==> config.mk <==
export PLATFORM = sky130hd
export DESIGN_NAME = pattern_stream_ctrl
export DESIGN_NICKNAME = d
export VERILOG_FILES = /design/src/rtl/pattern_stream_ctrl_pkg.sv /design/src/rtl/pattern_stream_ctrl.sv
export SDC_FILE = /design/constraint.sdc
export NUM_CORES = 1
export LEC_CHECK = 0
export ABC_AREA = 1
export CORE_MARGIN = 2
export CORE_UTILIZATION = 54
export DETAILED_ROUTE_END_ITERATION = 16
export PLACE_DENSITY_LB_ADDON = 0.08
export REMOVE_ABC_BUFFERS = 1
export SKIP_LAST_GASP = 1
export SYNTH_ARGS = -nofsm -noshare
export SYNTH_HDL_FRONTEND = slang
export SYNTH_SLANG_ARGS = --single-unit
==> constraint.sdc <==
create_clock -name clk -period 3.5 [get_ports clk]
set_input_delay 0.35 -clock clk [delete_from_list [all_inputs] [get_ports clk]]
set_output_delay 0.35 -clock clk [all_outputs]
set_load 0.02 [all_outputs]
==> src/rtl/pattern_stream_ctrl_pkg.sv <==
// Shared types and defaults for the pattern streaming path.
// Latency: n/a (types and constants only).
// Backpressure: n/a.
package pattern_stream_ctrl_pkg;

  // Read-sequencer states.
  typedef enum logic [2:0] {
    ST_IDLE   = 3'd0,
    ST_ARM    = 3'd1,
    ST_STREAM = 3'd2,
    ST_GAP    = 3'd3,
    ST_DONE   = 3'd4
  } pat_state_t;

  // Default geometry, shared with the loader side of the pattern FIFO.
  localparam int DEF_ROWS    = 480;
  localparam int DEF_GAP_CYC = 4;

endpackage

==> src/rtl/pattern_stream_ctrl.sv <==
// Purpose: read sequencer for the pattern output FIFO; one ROWS-word burst per trigger, num_pat times.
// Latency: trig -> stream_en one cycle; done GAP_CYC+1 cycles after the final read.
// Backpressure: fifo_empty stalls a burst in place (no count taken, underflow flagged sticky).
//
// Ports:
//   clk, reset          stream clock, async active-high reset
//   start, abort        begin a sequence (IDLE only) / return to IDLE (highest priority)
//   trig                per-pattern exposure trigger pulse
//   num_pat             patterns per sequence, latched on an accepted start
//   fifo_empty          empty flag of the pattern output FIFO
//   stream_en           FIFO rd_en and sensor stream-enable source
//   busy, done          not-IDLE status / one-cycle completion pulse
//   pat_cnt, row_cnt    patterns completed / words read in the current pattern
//   underflow           sticky: FIFO ran dry mid-burst
//   trig_miss           sticky: trig arrived in STREAM, GAP or DONE
module pattern_stream_ctrl
  import pattern_stream_ctrl_pkg::*;
#(
  parameter int ROWS    = DEF_ROWS,
  parameter int GAP_CYC = DEF_GAP_CYC
) (
  input  logic        clk,
  input  logic        reset,
  input  logic        start,
  input  logic        abort,
  input  logic        trig,
  input  logic [31:0] num_pat,
  input  logic        fifo_empty,
  output logic        stream_en,
  output logic        busy,
  output logic        done,
  output logic [31:0] pat_cnt,
  output logic [15:0] row_cnt,
  output logic        underflow,
  output logic        trig_miss
);

  localparam int GW = (GAP_CYC > 1) ? $clog2(GAP_CYC) : 1;
  localparam logic [GW-1:0] GAP_LAST = GW'(GAP_CYC - 1);
  localparam logic [15:0]   LAST_ROW = 16'(ROWS - 1);

  pat_state_t    state;
  pat_state_t    nxt;
  logic [31:0]   n_lat;
  logic [GW-1:0] gap_cnt;
  logic          rd_fire;
  logic          last_rd;

  // The FIFO pops only when enabled and non-empty; stream_en is high exactly in STREAM.
  assign rd_fire = (state == ST_STREAM) && !fifo_empty;
  assign last_rd = rd_fire && (row_cnt == LAST_ROW);

  always_comb begin
    nxt = state;
    unique case (state)
      ST_IDLE:   if (start) nxt = (num_pat == 32'd0) ? ST_DONE : ST_ARM;
      ST_ARM:    if (trig) nxt = ST_STREAM;
      ST_STREAM: if (last_rd) nxt = ST_GAP;
      ST_GAP:    if (gap_cnt == GAP_LAST) nxt = (pat_cnt == n_lat) ? ST_DONE : ST_ARM;
      ST_DONE:   nxt = ST_IDLE;
      default:   nxt = ST_IDLE;
    endcase
    if (abort) nxt = ST_IDLE;
  end

  always_ff @(posedge clk or posedge reset) begin
    if (reset) begin
      state     <= ST_IDLE;
      stream_en <= 1'b0;
      busy      <= 1'b0;
      done      <= 1'b0;
      pat_cnt   <= '0;
      row_cnt   <= '0;
      underflow <= 1'b0;
      trig_miss <= 1'b0;
      n_lat     <= '0;
      gap_cnt   <= '0;
    end else begin
      state <= nxt;
      // Outputs are decoded from the next state so they change in step with it.
      stream_en <= (nxt == ST_STREAM);
      busy      <= (nxt != ST_IDLE);
      done      <= (nxt == ST_DONE);

      // GAP length counter restarts every time GAP is (re)entered.
      if (state == ST_GAP) gap_cnt <= gap_cnt + 1'b1;
      else                 gap_cnt <= '0;

      if (state == ST_IDLE && start && !abort) begin
        n_lat     <= num_pat;
        pat_cnt   <= '0;
        row_cnt   <= '0;
        underflow <= 1'b0;
        trig_miss <= 1'b0;
      end else begin
        // Counters follow the words actually popped, including one popped in an abort cycle.
        if (last_rd) begin
          row_cnt <= '0;
          pat_cnt <= pat_cnt + 32'd1;
        end else if (rd_fire) begin
          row_cnt <= row_cnt + 16'd1;
        end
        if (state == ST_STREAM && fifo_empty) underflow <= 1'b1;
        if (trig && (state == ST_STREAM || state == ST_GAP || state == ST_DONE))
          trig_miss <= 1'b1;
      end
    end
  end

endmodule

== After elaboration in Yosys (flattened, before gate mapping) ==
Index checks and enable logic that the tools add are counted.
W data, S select, Z words.

* Output and inout bits: 53
* Word-level logic and storage cells: 57
* Input port bits: 38
* Register bits after elaboration: 90

* Multiplexer cells: 18
* Reduce and logical (&&, ||, !) cells: 17
* Equality and inequality tests: 9
* $add $sub $neg: 3

{| class="wikitable"
|+ Operators with widths
! cell !! number
|-
| $mux W32 || 2
|-
| $mux W16 || 3
|-
| $add A32 B1 Y32 const B || 1
|-
| $eq A32 B32 Y1 || 1
|-
| $logic_not A32 Y1 || 1
|-
| $mux W3 || 7
|-
| $add A16 B1 Y16 const B || 1
|-
| $eq A16 B9 Y1 const B || 1
|-
| $pmux W3 S4 || 1
|-
| $eq A3 B2 Y1 const B || 3
|-
| $eq A3 B3 Y1 const B || 2
|-
| $logic_and A1 B1 Y1 || 6
|-
| $reduce_bool A2 Y1 || 3
|-
| $reduce_bool A3 Y1 || 2
|-
| $mux W1 || 4
|-
| $eq A3 B1 Y1 const B || 1
|-
| $logic_not A3 Y1 || 1
|-
| $add A2 B1 Y2 const B || 1
|-
| $eq A2 B2 Y1 const B || 1
|-
| $logic_not A1 Y1 || 2
|-
| $logic_or A1 B1 Y1 || 2
|-
| $mux W2 || 1
|}

== Longest topological paths before layout ==
* Depth in word-level cells: 7
* Mapped depth: 12
* Mapped depth without buffers: 12

== Least setup slack after synthesis ==
No wires, ideal clock.

* Path kind: flip-flop to flip-flop
* Start: register row_cnt[0]
* End: register pat_cnt[12]
* Arrival time: 1.671 ns
* Clock period less this slack: 1.805 ns
* Path buffers: 0
* Path slack: 1.695 ns
* Data required time: 3.366 ns
* Setup time: 0.134 ns
* Cell stages (with the launch flop): 11
* Path through: dfrtp_1 -> ha_1 -> nand3_4 -> nor2_4 -> nand2_2 -> nor2_8 -> nand2_4 -> nor2_4 -> nand3_1 -> nor2_1 -> nor3b_2

* Longest elaborated chain between the ends: 3

{| class="wikitable"
|+ Ends and longest elaborated chain
! what !! RTL line !! RTL
|-
| from (decl) || pattern_stream_ctrl.sv:33 || <nowiki>output logic [15:0] row_cnt,</nowiki>
|-
| from (signal assigned) || pattern_stream_ctrl.sv:101 || <nowiki>row_cnt <= row_cnt + 16'd1;</nowiki>
|-
| $eq A16 B9 Y1 || pattern_stream_ctrl.sv:51 || <nowiki>assign last_rd = rd_fire && (row_cnt == LAST_ROW);</nowiki>
|-
| $logic_and A1 B1 Y1 || pattern_stream_ctrl.sv:51 ||
|-
| $reduce_bool A2 Y1 (no line) || -- ||
|-
| to (signal assigned) || pattern_stream_ctrl.sv:99 || <nowiki>pat_cnt <= pat_cnt + 32'd1;</nowiki>
|-
| to (decl) || pattern_stream_ctrl.sv:32 || <nowiki>output logic [31:0] pat_cnt,</nowiki>
|}

Every way passes these cells.
A chain may end at the register's enable or synchronous reset.

== Worst setup path in the final report ==
* Start: register state[0]
* End: register pat_cnt[17]

* Longest elaborated chain between the ends: 4
* Elaborated cells on any way between the ends: 8
* Those cells by class: eq/ne: 1; mux: 1; reduce/logical: 6

{| class="wikitable"
|+ Ends and longest elaborated chain
! what !! RTL line !! RTL
|-
| from (decl) || pattern_stream_ctrl.sv:42 || <nowiki>pat_state_t state;</nowiki>
|-
| from (signal assigned) || pattern_stream_ctrl.sv:79 || <nowiki>state <= nxt;</nowiki>
|-
| $eq A3 B2 Y1 or $logic_not A3 Y1 (tied branches) || pattern_stream_ctrl.sv:50, pattern_stream_ctrl.sv:89 ||
|-
| $logic_and A1 B1 Y1 (on tied branches) || pattern_stream_ctrl.sv:50, pattern_stream_ctrl.sv:89 ||
|-
| $logic_and A1 B1 Y1 (on tied branches) || pattern_stream_ctrl.sv:51, pattern_stream_ctrl.sv:89 ||
|-
| $reduce_bool A2 Y1 (no line) or $mux W32 (tied branches) || -- ||
|}

Several ways; a longest one is shown, not always the timed one.

==> flow_summary.json <==
{
  "status": "finished, final reports clean",
  "port_buffers": 90,
  "num_vias": 5072,
  "antenna_found_initial": 0,
  "fp.dieW_um": 102.3,
  "cts_tree": "done",
  "core_area_sq_um": 9328,
  "max_freq_mhz": 457.6,
  "cts_setup_buffers": 0,
  "grt_pass1_vias": 4988,
  "finalHoldViolations": 0,
  "vias_per_cell": 5.356,
  "p_leak_uw": 0.002992,
  "cts-root-buf": "clkbuf_8",
  "dp_hpwl_um": 11330,
  "route.detailed.drc": 0,
  "drt_iter0_drc": 370,
  "synth_ff_type": "dfrtp_1",
  "setup-tns-final_ns": 0,
  "cts_resized": 0,
  "max_slew_margin_pct": 32.86,
  "clk_latency_ns": 0.36,
  "power_density_nw_per_um2": 454.9,
  "layout.nets": 854,
  "synth_seq_area_share_pct": 43.14,
  "grt_overflow": 0,
  "dieArea_sq_um": 10470,
  "final_cells": 947,
  "postRouteAntennaNets": 0,
  "cts_hold_buf": 0,
  "final_max_slew_viol_count": 0,
  "antenna_cells": 0,
  "cts.sinks": 90,
  "fin_crit_sh_pct": 62.44,
  "synth_area_sq_um": 5220,
  "ys_seq_elements": 90,
  "irDropWorstVdd_uv": 253.4,
  "grt_max_degree": 59,
  "place_ws_ns": 1.111,
  "fin_crit_ns": 2.185,
  "critical_path_class": "register to register",
  "skew_ns": 0.01486,
  "fin_ws_ns": 1.315,
  "drt_wl_total_um": 14740,
  "cts_htree_levels": 3,
  "boundaryPins": 91,
  "ys_warn_count": 0,
  "synthArstFlopShare_pct": 100.0,
  "syn_area_per_cell_sq_um": 7.230,
  "dr.pass1.iters": 5,
  "critPathMaxFanout": 31,
  "synth-edff-count": 0,
  "grt_first_pass_wirelength_um": 24390,
  "layout-drive-gt1-share_pct": 7.457,
  "tightest_slew_ns": 1.007,
  "rows": 35,
  "wl_per_cell_um": 15.56,
  "initial_core_util_pct": 55.96,
  "area_delta_synth_final_pct": 24.42,
  "path_clk_slew_ns": 0.09,
  "grtUsageTotal_pct": 30.30,
  "clockBufferDepth": 2,
  "placed_cells": 931,
  "cts_buffers": 9,
  "end_kind": "register",
  "rsz0062_at_grt": "no",
  "syn_inst": 722,
  "hold_class": "register to register",
  "die_h_um": 102.3,
  "arrival_ns": 2.38,
  "cp-start-kind": "register",
  "gp_congestion": 0.9644,
  "required_ns": 3.69,
  "yosys.cell_types.count": 39,
  "finalSetupViolCount": 0,
  "max-cap-violations": 0
}
## kinds of logic after synthesis
logic type	Yosys count	share of synthesized area, %
AND/OR/NAND/NOR	394	34.52
buffers and inverters	122	8.988
AO/OA/AOI/OAI	97	9.947
flip-flops	90	43.14
XOR/XNOR	16	2.685
adder cells (fa/ha/maj)	3	0.7192
## critical path: stages, from the launching register on
cell     delay [ns]
dfrtp_1        0.46
inv_2          0.12
nand3_1        0.10
nor2_2         0.12
nand2_2        0.22
inv_1          0.78
o31ai_1        0.21
## stage by stage
stage | hold slack, ns | total power, uW | utilization (%) | area, sq um
5_1_grt | 0.4717 | 3123 | 69.63 | 6495
3_3_place_gp | 0.4206 | 2076 | 67.02 | 6251
3_5_place_dp | 0.4301 | 2093 | 67.02 | 6251
6_report | 0.4360 | 2955 | 69.63 | 6495
4_1_cts | 0.4422 | 2962 | 69.63 | 6495
2_1_floorplan | 0.4085 | 1786 | - | 5157
## path summary, 6_finish.rpt
check	end	slack, ns	cells past startpoint	from
min	gap_cnt[0]	0.44	1	gap_cnt[0]
min in group asynchronous	trig_miss	0.51	2	reset
max	pat_cnt[17]	1.31	6	state[0]
max reg2reg	pat_cnt[17]	1.31	6	state[0]
max in group asynchronous	pat_cnt[27]	2.15	3	reset
min reg2reg	gap_cnt[0]	0.44	1	gap_cnt[0]
## placed cells by master (no fill, tap or decap), types with 4 or more instances in the layout
| cell | count |
|---|---|
| nand2_1 | 199 |
| inv_1 | 95 |
| dfrtp_1 | 90 |
| clkdlybuf4s50_1 | 90 |
| nor2_1 | 84 |
| o21ai_0 | 58 |
| nand3_1 | 39 |
| a21oi_1 | 20 |
| nand4_1 | 20 |
| nor3_1 | 19 |
| inv_2 | 10 |
| clkbuf_8 | 10 |
| xor2_1 | 8 |
| xnor2_1 | 8 |
| nand2_2 | 6 |
| nor2_4 | 4 |
| nor3_2 | 4 |
| o21ai_1 | 4 |
| a211oi_1 | 4 |
| buf_4 | 4 |
## metal layers
layer,vias up,wire [um],global-route usage [%]
met3,27,926,4.651
met1,2370,6435,40.55
met5,-,0,0
li1,2486,-,-
met2,189,7014,50.61
met4,0,363,10.05
## synth_stat cells (6+ instances only)
cell	count	area (sq um)
a21oi_1	20	100.1
buf_2	8	40.04
clkbuf_1	6	22.52
dfrtp_1	90	2252
inv_1	96	360.4
inv_2	10	37.54
nand2_1	199	747.0
nand2_2	6	37.54
nand3_1	39	195.2
nand4_1	20	125.1
nor2_1	84	315.3
nor3_1	19	95.09
o21ai_0	58	290.3
xnor2_1	8	70.07
xor2_1	8	70.07
## area by class of cell
cell class / count / area, sq um
repair buffers: 94 / 930.9
clock inverters: 4 / 98.84
inverters: 108 / 407.9
fillers: 806 / 2833
multi-input cells: 510 / 2499
clock buffers: 12 / 145.1
flip-flops and latches: 90 / 2252
well taps: 129 / 161.4
## sequential cells by signal, indices dropped and copies added, names as in the netlist, 2 cells and up
name     flops
gap_cnt      2
n_lat       32
pat_cnt     32
row_cnt     16
state        3
## report_power, final
group / internal, uW / switching, uW
sequential: 1200 / 154
clock: 496 / 377
combinational: 303 / 427
total: 2000 / 958
Note: power is estimated with default switching activity, not from simulation.
